[src/rtl/calc_entry_ctrl.sv]
// Operand-entry and compute controller: three push-buttons step the user through entering
// A and B one hex digit at a time, then one compute cycle produces the result for the display mux.
`timescale 1ns/1ps
module calc_entry_ctrl #(
   parameter int unsigned WIDTH = 32
) (
   input  logic             clk,
   input  logic             reset_n,
   input  logic [3:0]       digit_in,
   input  logic             key_digit_n,
   input  logic             key_enter_n,
   input  logic             key_clear_n,
   input  logic [1:0]       op_sel,
   output logic [WIDTH-1:0] reg_A,
   output logic [WIDTH-1:0] reg_B,
   output logic [WIDTH-1:0] reg_result,
   output logic [1:0]       display_select,
   output logic             overflow
);

   typedef enum logic [1:0] {StEnterA, StEnterB, StCompute, StShow} state_e;

   state_e     state;
   logic [1:0] op_q;

   // Key order in the vectors below: {clear, enter, digit}
   logic [2:0] key_meta;
   logic [2:0] key_sync;
   logic [2:0] key_prev;
   logic [2:0] key_fall;
   logic       clear_ev;
   logic       enter_ev;
   logic       digit_ev;

   always_ff @(posedge clk or negedge reset_n) begin
      if (!reset_n) begin
         key_meta <= 3'b111;
         key_sync <= 3'b111;
         key_prev <= 3'b111;
      end else begin
         key_meta <= {key_clear_n, key_enter_n, key_digit_n};
         key_sync <= key_meta;
         key_prev <= key_sync;
      end
   end

   assign key_fall = key_prev & ~key_sync;
   assign clear_ev = key_fall[2];
   assign enter_ev = key_fall[1] & ~key_fall[2];
   assign digit_ev = key_fall[0] & ~key_fall[1] & ~key_fall[2];

   function automatic logic [WIDTH-1:0] shift_in(input logic [WIDTH-1:0] r,
                                                 input logic [3:0] d);
      return (r << 4) | WIDTH'(d);
   endfunction

   logic [WIDTH:0]       sum;
   logic [WIDTH:0]       diff;
   logic [2*WIDTH-1:0]   prod;
   logic [WIDTH-1:0]     alu_res;
   logic                 alu_ovf;

   always_comb begin
      sum     = {1'b0, reg_A} + {1'b0, reg_B};
      diff    = {1'b0, reg_A} - {1'b0, reg_B};
      prod    = {{WIDTH{1'b0}}, reg_A} * {{WIDTH{1'b0}}, reg_B};
      alu_res = '0;
      alu_ovf = 1'b0;
      unique case (op_q)
         2'b00: begin
            alu_res = sum[WIDTH-1:0];
            alu_ovf = sum[WIDTH];
         end
         2'b01: begin
            // Borrow out of the extended subtraction is exactly A < B
            alu_res = diff[WIDTH-1:0];
            alu_ovf = diff[WIDTH];
         end
         2'b10: begin
            alu_res = prod[WIDTH-1:0];
            alu_ovf = |prod[2*WIDTH-1:WIDTH];
         end
         default: begin
            alu_res = reg_A ^ reg_B;
            alu_ovf = 1'b0;
         end
      endcase
   end

   always_ff @(posedge clk or negedge reset_n) begin
      if (!reset_n) begin
         state          <= StEnterA;
         op_q           <= 2'b00;
         reg_A          <= '0;
         reg_B          <= '0;
         reg_result     <= '0;
         overflow       <= 1'b0;
         display_select <= 2'b00;
      end else if (clear_ev) begin
         state          <= StEnterA;
         reg_A          <= '0;
         reg_B          <= '0;
         reg_result     <= '0;
         overflow       <= 1'b0;
         display_select <= 2'b00;
      end else begin
         unique case (state)
            StEnterA: begin
               if (enter_ev) begin
                  reg_B          <= '0;
                  state          <= StEnterB;
                  display_select <= 2'b01;
               end else if (digit_ev) begin
                  reg_A <= shift_in(reg_A, digit_in);
               end
            end
            StEnterB: begin
               if (enter_ev) begin
                  op_q           <= op_sel;
                  state          <= StCompute;
                  display_select <= 2'b01;
               end else if (digit_ev) begin
                  reg_B <= shift_in(reg_B, digit_in);
               end
            end
            StCompute: begin
               reg_result     <= alu_res;
               overflow       <= alu_ovf;
               state          <= StShow;
               display_select <= 2'b10;
            end
            StShow: begin
               if (enter_ev) begin
                  reg_A          <= reg_result;
                  reg_B          <= '0;
                  state          <= StEnterB;
                  display_select <= 2'b01;
               end else if (digit_ev) begin
                  reg_A          <= shift_in('0, digit_in);
                  reg_B          <= '0;
                  overflow       <= 1'b0;
                  state          <= StEnterA;
                  display_select <= 2'b00;
               end
            end
            default: begin
               state          <= StEnterA;
               display_select <= 2'b00;
            end
         endcase
      end
   end

endmodule

[config.mk]
export PLATFORM = sky130hd
export DESIGN_NAME = calc_entry_ctrl
export DESIGN_NICKNAME = d
export VERILOG_FILES = /design/src/rtl/calc_entry_ctrl.sv
export SDC_FILE = /design/constraint.sdc
export NUM_CORES = 2
export LEC_CHECK = 0
export ABC_CLOCK_PERIOD_IN_PS = 24200
export CAP_MARGIN = 25
export CORE_MARGIN = 3
export CORE_UTILIZATION = 50
export CTS_CLUSTER_SIZE = 16
export DETAILED_ROUTE_END_ITERATION = 6
export PLACE_DENSITY = 0.67
export REMOVE_ABC_BUFFERS = 1
export SLEW_MARGIN = 20
export SYNTH_ARGS = -nofsm -noshare
export SYNTH_HDL_FRONTEND = slang
export SYNTH_SLANG_ARGS = --single-unit
export TNS_END_PERCENT = 20
[constraint.sdc]
create_clock -name clk -period 24.2 [get_ports clk]
set_clock_uncertainty 0.2 [all_clocks]
set_input_delay 7.26 -clock clk [delete_from_list [all_inputs] [get_ports clk]]
set_output_delay 7.26 -clock clk [all_outputs]
set_load 0.1 [all_outputs]
==> results.txt <==
----------------------------------------------------
[Timing]
  Final setup viols ... 0
  Setup repair after global routing missed its margin ... false
  Total count of max-transition violations in the final report ... 0
  Setup_tns ... 0 ns
  Portion of the clock cycle consumed by the worst path in the final layout ... 43.5%
  Measured slew at the worst slew-check pin ... 1.13 ns
  Final Hold Violating Endpoints ... 0
  Post-layout min period ... 10.53 ns
  Highest clock frequency the design can meet ... 95.0 MHz
  Relative max-transition margin ... 24.6%

[Logic synthesis]
  #FFs+latches synth ... 112
  Largest family of logic cells by synthesized area ... adder cells
  Mux share of post-synthesis cell area ... 0.749%
  Yosys warning count ... 0
  Share of flip-flops with an asynchronous set or reset after synthesis ... 100%
  Cell count after synthesis ... 4743
  Synth cell types ... 77
  Share of the synthesized area in compound gates (AO/OA/AOI/OAI) ... 9.40%
  Summed instance area of the synthesized netlist ... 41800 um^2
  Syn_area_per_cell ... 8.80 um^2
  Number of flops mapped to enable cells by yosys ... 0
  Most used flip-flop cell after synthesis ... sky130_fd_sc_hd__dfrtp_1
  Post-Synth XOR/XNOR Area ... 1.41%
  Adder and majority gate portion of the synthesized area ... 53.0%
  Fraction of the mapped netlist area in simple logic gates ... 18.6%
  Proportion of synthesized chip area in sequential cells ... 6.74%

[Route]
  1st-iter DRT viols ... 2619
  Vias per inst ... 5.83
  Routed wire length ... 135000 um
  Number of remaining DRC errors ... 2
  Overall via count from detail_route ... 33400
  Number of routed nets with antenna violations ... 0
  Average wire per cell in the routed design ... 23.5 um
  Router iterations before antenna repair ... 7

[CTS]
  Number of post-CTS setup repair buffers ... 0
  Root cell of the clock tree ... sky130_fd_sc_hd__clkbuf_16
  Clock tree from TritonCTS ... built
  Later-pin clock latency in the skew report ... 0.43 ns
  Clock Sinks ... 112
  Post-CTS Hold Buffers ... 0
  Number of buffers on the longest clock path ... 2
  Number of resized instances in the post-cts repair step ... 0
  Worst-path clk slew ... 0.11 ns
  Number of clock buffers inserted by TritonCTS ... 9
  CTS H-Tree Depth ... 3

[Layout]
  Final std cell area, no fill ... 44100 um^2
  Total Nets Final ... 5894
  Ratio of cells with drive above 1 in the final layout ... 3.33%
  Number of filler cells placed in the layout ... 7678
  Layout area overhead ... 5.65%

[Floorplanning]
  Total number of placement rows ... 105
  Ports ... 110
  Die boundary height ... 295 um
  Area of the die ... 87000 um^2
  Area of the core ... 82400 um^2
  Die X-Extent ... 295 um
  Starting utilization of the core area ... 50.7%

[Power]
  Clock Power Share ... 7.4%
  Total leakage power ... 19.3 nW
  Power density over the cells ... 60.4 nW/um^2
  Switching power ... 0.00174 W
  Logic pwr share ... 80.4%
  Largest vdd supply drop ... 0.0000800 V
  Switching power as a share of total power ... 65.4%
  Internal power of the cells ... 0.000922 W
  Part of the total power dissipated in sequential elements ... 12.2%
  Total power ... 0.00267 W

[Placed design]
  Sum of net half-perimeters after detailed placement ... 102000 um
  Number of port buffers ... 109
  Area after detailed placement ... 43700 um^2
  Last weighted congestion value of the routability-driven placer ... 1.00

[GRT]
  Vias in the first global route ... 35900
  Met1 Usage GRT ... 41.2%
  Global-route wire length before repair ... 212000 um
  Total GRT Usage ... 32.0%
  Initial antenna violation count ... 0
  GRT Max-Usage Layer ... met2
  Largest net degree at the start of global routing ... 67
  Met3 layer usage reported by global route ... 3.58%
  Grt total ovfl ... 0
  GRT met2 Usage ... 55.3%

[Setup path]
  Category of the worst setup path launch point ... flip-flop
  Required time of the critical path ... 16.74 ns
  Maximum fanout along the worst path ... 22
  Critical Path Source ... reg_B[22]$_DFFE_PN0P_
  Worst setup EP type ... output pin
  Worst EP arrival ... 3.07 ns
  Critical path type ... reg2out
  Worst reg2reg startpoint ... reg_A[13]$_DFFE_PN0P_

[Min path]
  Path type of the worst min-delay path ... reg2reg
  Hold path startpoint ... key_meta[0]$_DFF_PN1_

[Run status]
  Violated checks ... DRC
  Status ... finished, violations left

[Job]
  Max_cap viols ... 0

----------------------------------------------------
[cells in the final DEF, fill, tap and decap left out, types with 20 or more instances in the layout]
| cell | count |
|---|---|
| sky130_fd_sc_hd__clkdlybuf4s50_1 | 108 |
| sky130_fd_sc_hd__nor3_1 | 32 |
| sky130_fd_sc_hd__xnor2_1 | 48 |
| sky130_fd_sc_hd__o21bai_1 | 24 |
| sky130_fd_sc_hd__mux2i_1 | 20 |
| sky130_fd_sc_hd__o21ai_0 | 190 |
| sky130_fd_sc_hd__a21o_1 | 33 |
| sky130_fd_sc_hd__inv_1 | 817 |
| sky130_fd_sc_hd__nand3_1 | 34 |
| sky130_fd_sc_hd__a22oi_1 | 37 |
| sky130_fd_sc_hd__a21oi_1 | 153 |
| sky130_fd_sc_hd__dfrtp_1 | 93 |
| sky130_fd_sc_hd__nand4_1 | 28 |
| sky130_fd_sc_hd__ha_1 | 334 |
| sky130_fd_sc_hd__nand2_1 | 647 |
| sky130_fd_sc_hd__fa_1 | 897 |
| sky130_fd_sc_hd__buf_4 | 86 |
| sky130_fd_sc_hd__and2_1 | 574 |
| sky130_fd_sc_hd__o21a_1 | 25 |
| sky130_fd_sc_hd__nor2_1 | 153 |
[cell usage after synthesis (25+ instances only)]
master | instances | area [um^2]
sky130_fd_sc_hd__nand2_1 | 647 | 2430
sky130_fd_sc_hd__o21a_1 | 25 | 188
sky130_fd_sc_hd__and2_1 | 575 | 3600
sky130_fd_sc_hd__nor2_1 | 155 | 582
sky130_fd_sc_hd__clkbuf_1 | 289 | 1080
sky130_fd_sc_hd__xnor2_1 | 48 | 420
sky130_fd_sc_hd__inv_1 | 817 | 3070
sky130_fd_sc_hd__dfrtp_1 | 103 | 2580
sky130_fd_sc_hd__fa_1 | 897 | 18000
sky130_fd_sc_hd__o21ai_0 | 190 | 951
sky130_fd_sc_hd__a21o_1 | 33 | 248
sky130_fd_sc_hd__nor3_1 | 32 | 160
sky130_fd_sc_hd__nand4_1 | 28 | 175
sky130_fd_sc_hd__a21oi_1 | 155 | 776
sky130_fd_sc_hd__a22oi_1 | 37 | 278
sky130_fd_sc_hd__ha_1 | 334 | 4180
sky130_fd_sc_hd__nand3_1 | 34 | 170
[layout make-up]
cell class                      count  area (um^2)  area share (%)
Multi-Input combinational cell   3514        34800            78.8
Inverter                          819         3070            6.97
Sequential cell                   112         2830            6.41
Timing Repair Buffer              196         1760            3.99
Tap cell                         1070         1340            3.04
Clock buffer                       10          229           0.519
Clock inverter                      6          110           0.250
Antenna cell                        2         5.00          0.0113
[power groups by stage]
stage | sequential (W) | combinational [W] | clock, W
6_report | 0.000325 | 0.00214 | 0.000198
5_1_grt | 0.000328 | 0.00228 | 0.000207
4_1_cts | 0.000322 | 0.00210 | 0.000202
3_5_place_dp | 0.000325 | 0.00209 | 0
3_3_place_gp | 0.000324 | 0.00209 | 0
2_1_floorplan | 0.000750 | 0.000888 | 0
[stage by stage]
| stage | util [%] | setup slack, ns | cells | hold WS, ns |
|---|---|---|---|---|
| finish | 53.5 | 13.67 | 5729 | 0.159 |
| global route | 53.5 | 13.69 | 5727 | 0.163 |
| CTS | 53.5 | 13.75 | 5725 | 0.160 |
| detailed placement | 53.1 | 14.23 | 5709 | 0.148 |
| global placement | 53.1 | 14.30 | 5709 | 0.148 |
| floorplan | - | 14.93 | 4445 | 0.145 |
[kinds of logic after synthesis]
logic type,Yosys count
mux,29
compound gates,617
buf+inv,1117
xor+xnor,67
simple gates,1570
flops,112
fa+ha+maj,1231
[registers in the layout (all words and copies together) (netlist names)]
register / cells
display_select: 2
reg_result: 32
key_prev: 3
reg_B: 32
state: 2
overflow: 1
key_sync: 3
key_meta: 3
reg_A: 32
op_q: 2
[worst paths after layout]
path | end | slack, ns | depth (start not counted)
setup reg to reg | overflow$_DFFE_PN0P_ | 14.31 | 25
hold reg to reg | key_sync[0]$_DFF_PN1_ | 0.16 | 0
max in group asynchronous | reg_A[20]$_DFFE_PN0P_ | 15.80 | 3
setup / recovery | reg_B[22] | 13.67 | 2
min in group asynchronous | reg_A[30]$_DFFE_PN0P_ | 6.75 | 1
hold / removal | key_sync[0]$_DFF_PN1_ | 0.16 | 0
[routing by layer]
layer  vias to the layer above  wire, um
met1                     17300     53300
met3                       290      8960
met5                         -         0
li1                      14400         -
met2                      1409     66000
met4                         0      6390
[worst max-delay path: stages (launching register included)]
cell and delay [ns]:
sky130_fd_sc_hd__dfrtp_1 1.10, sky130_fd_sc_hd__buf_4 0.37, sky130_fd_sc_hd__clkdlybuf4s50_1 1.17
(Power assumes the default switching activity.)
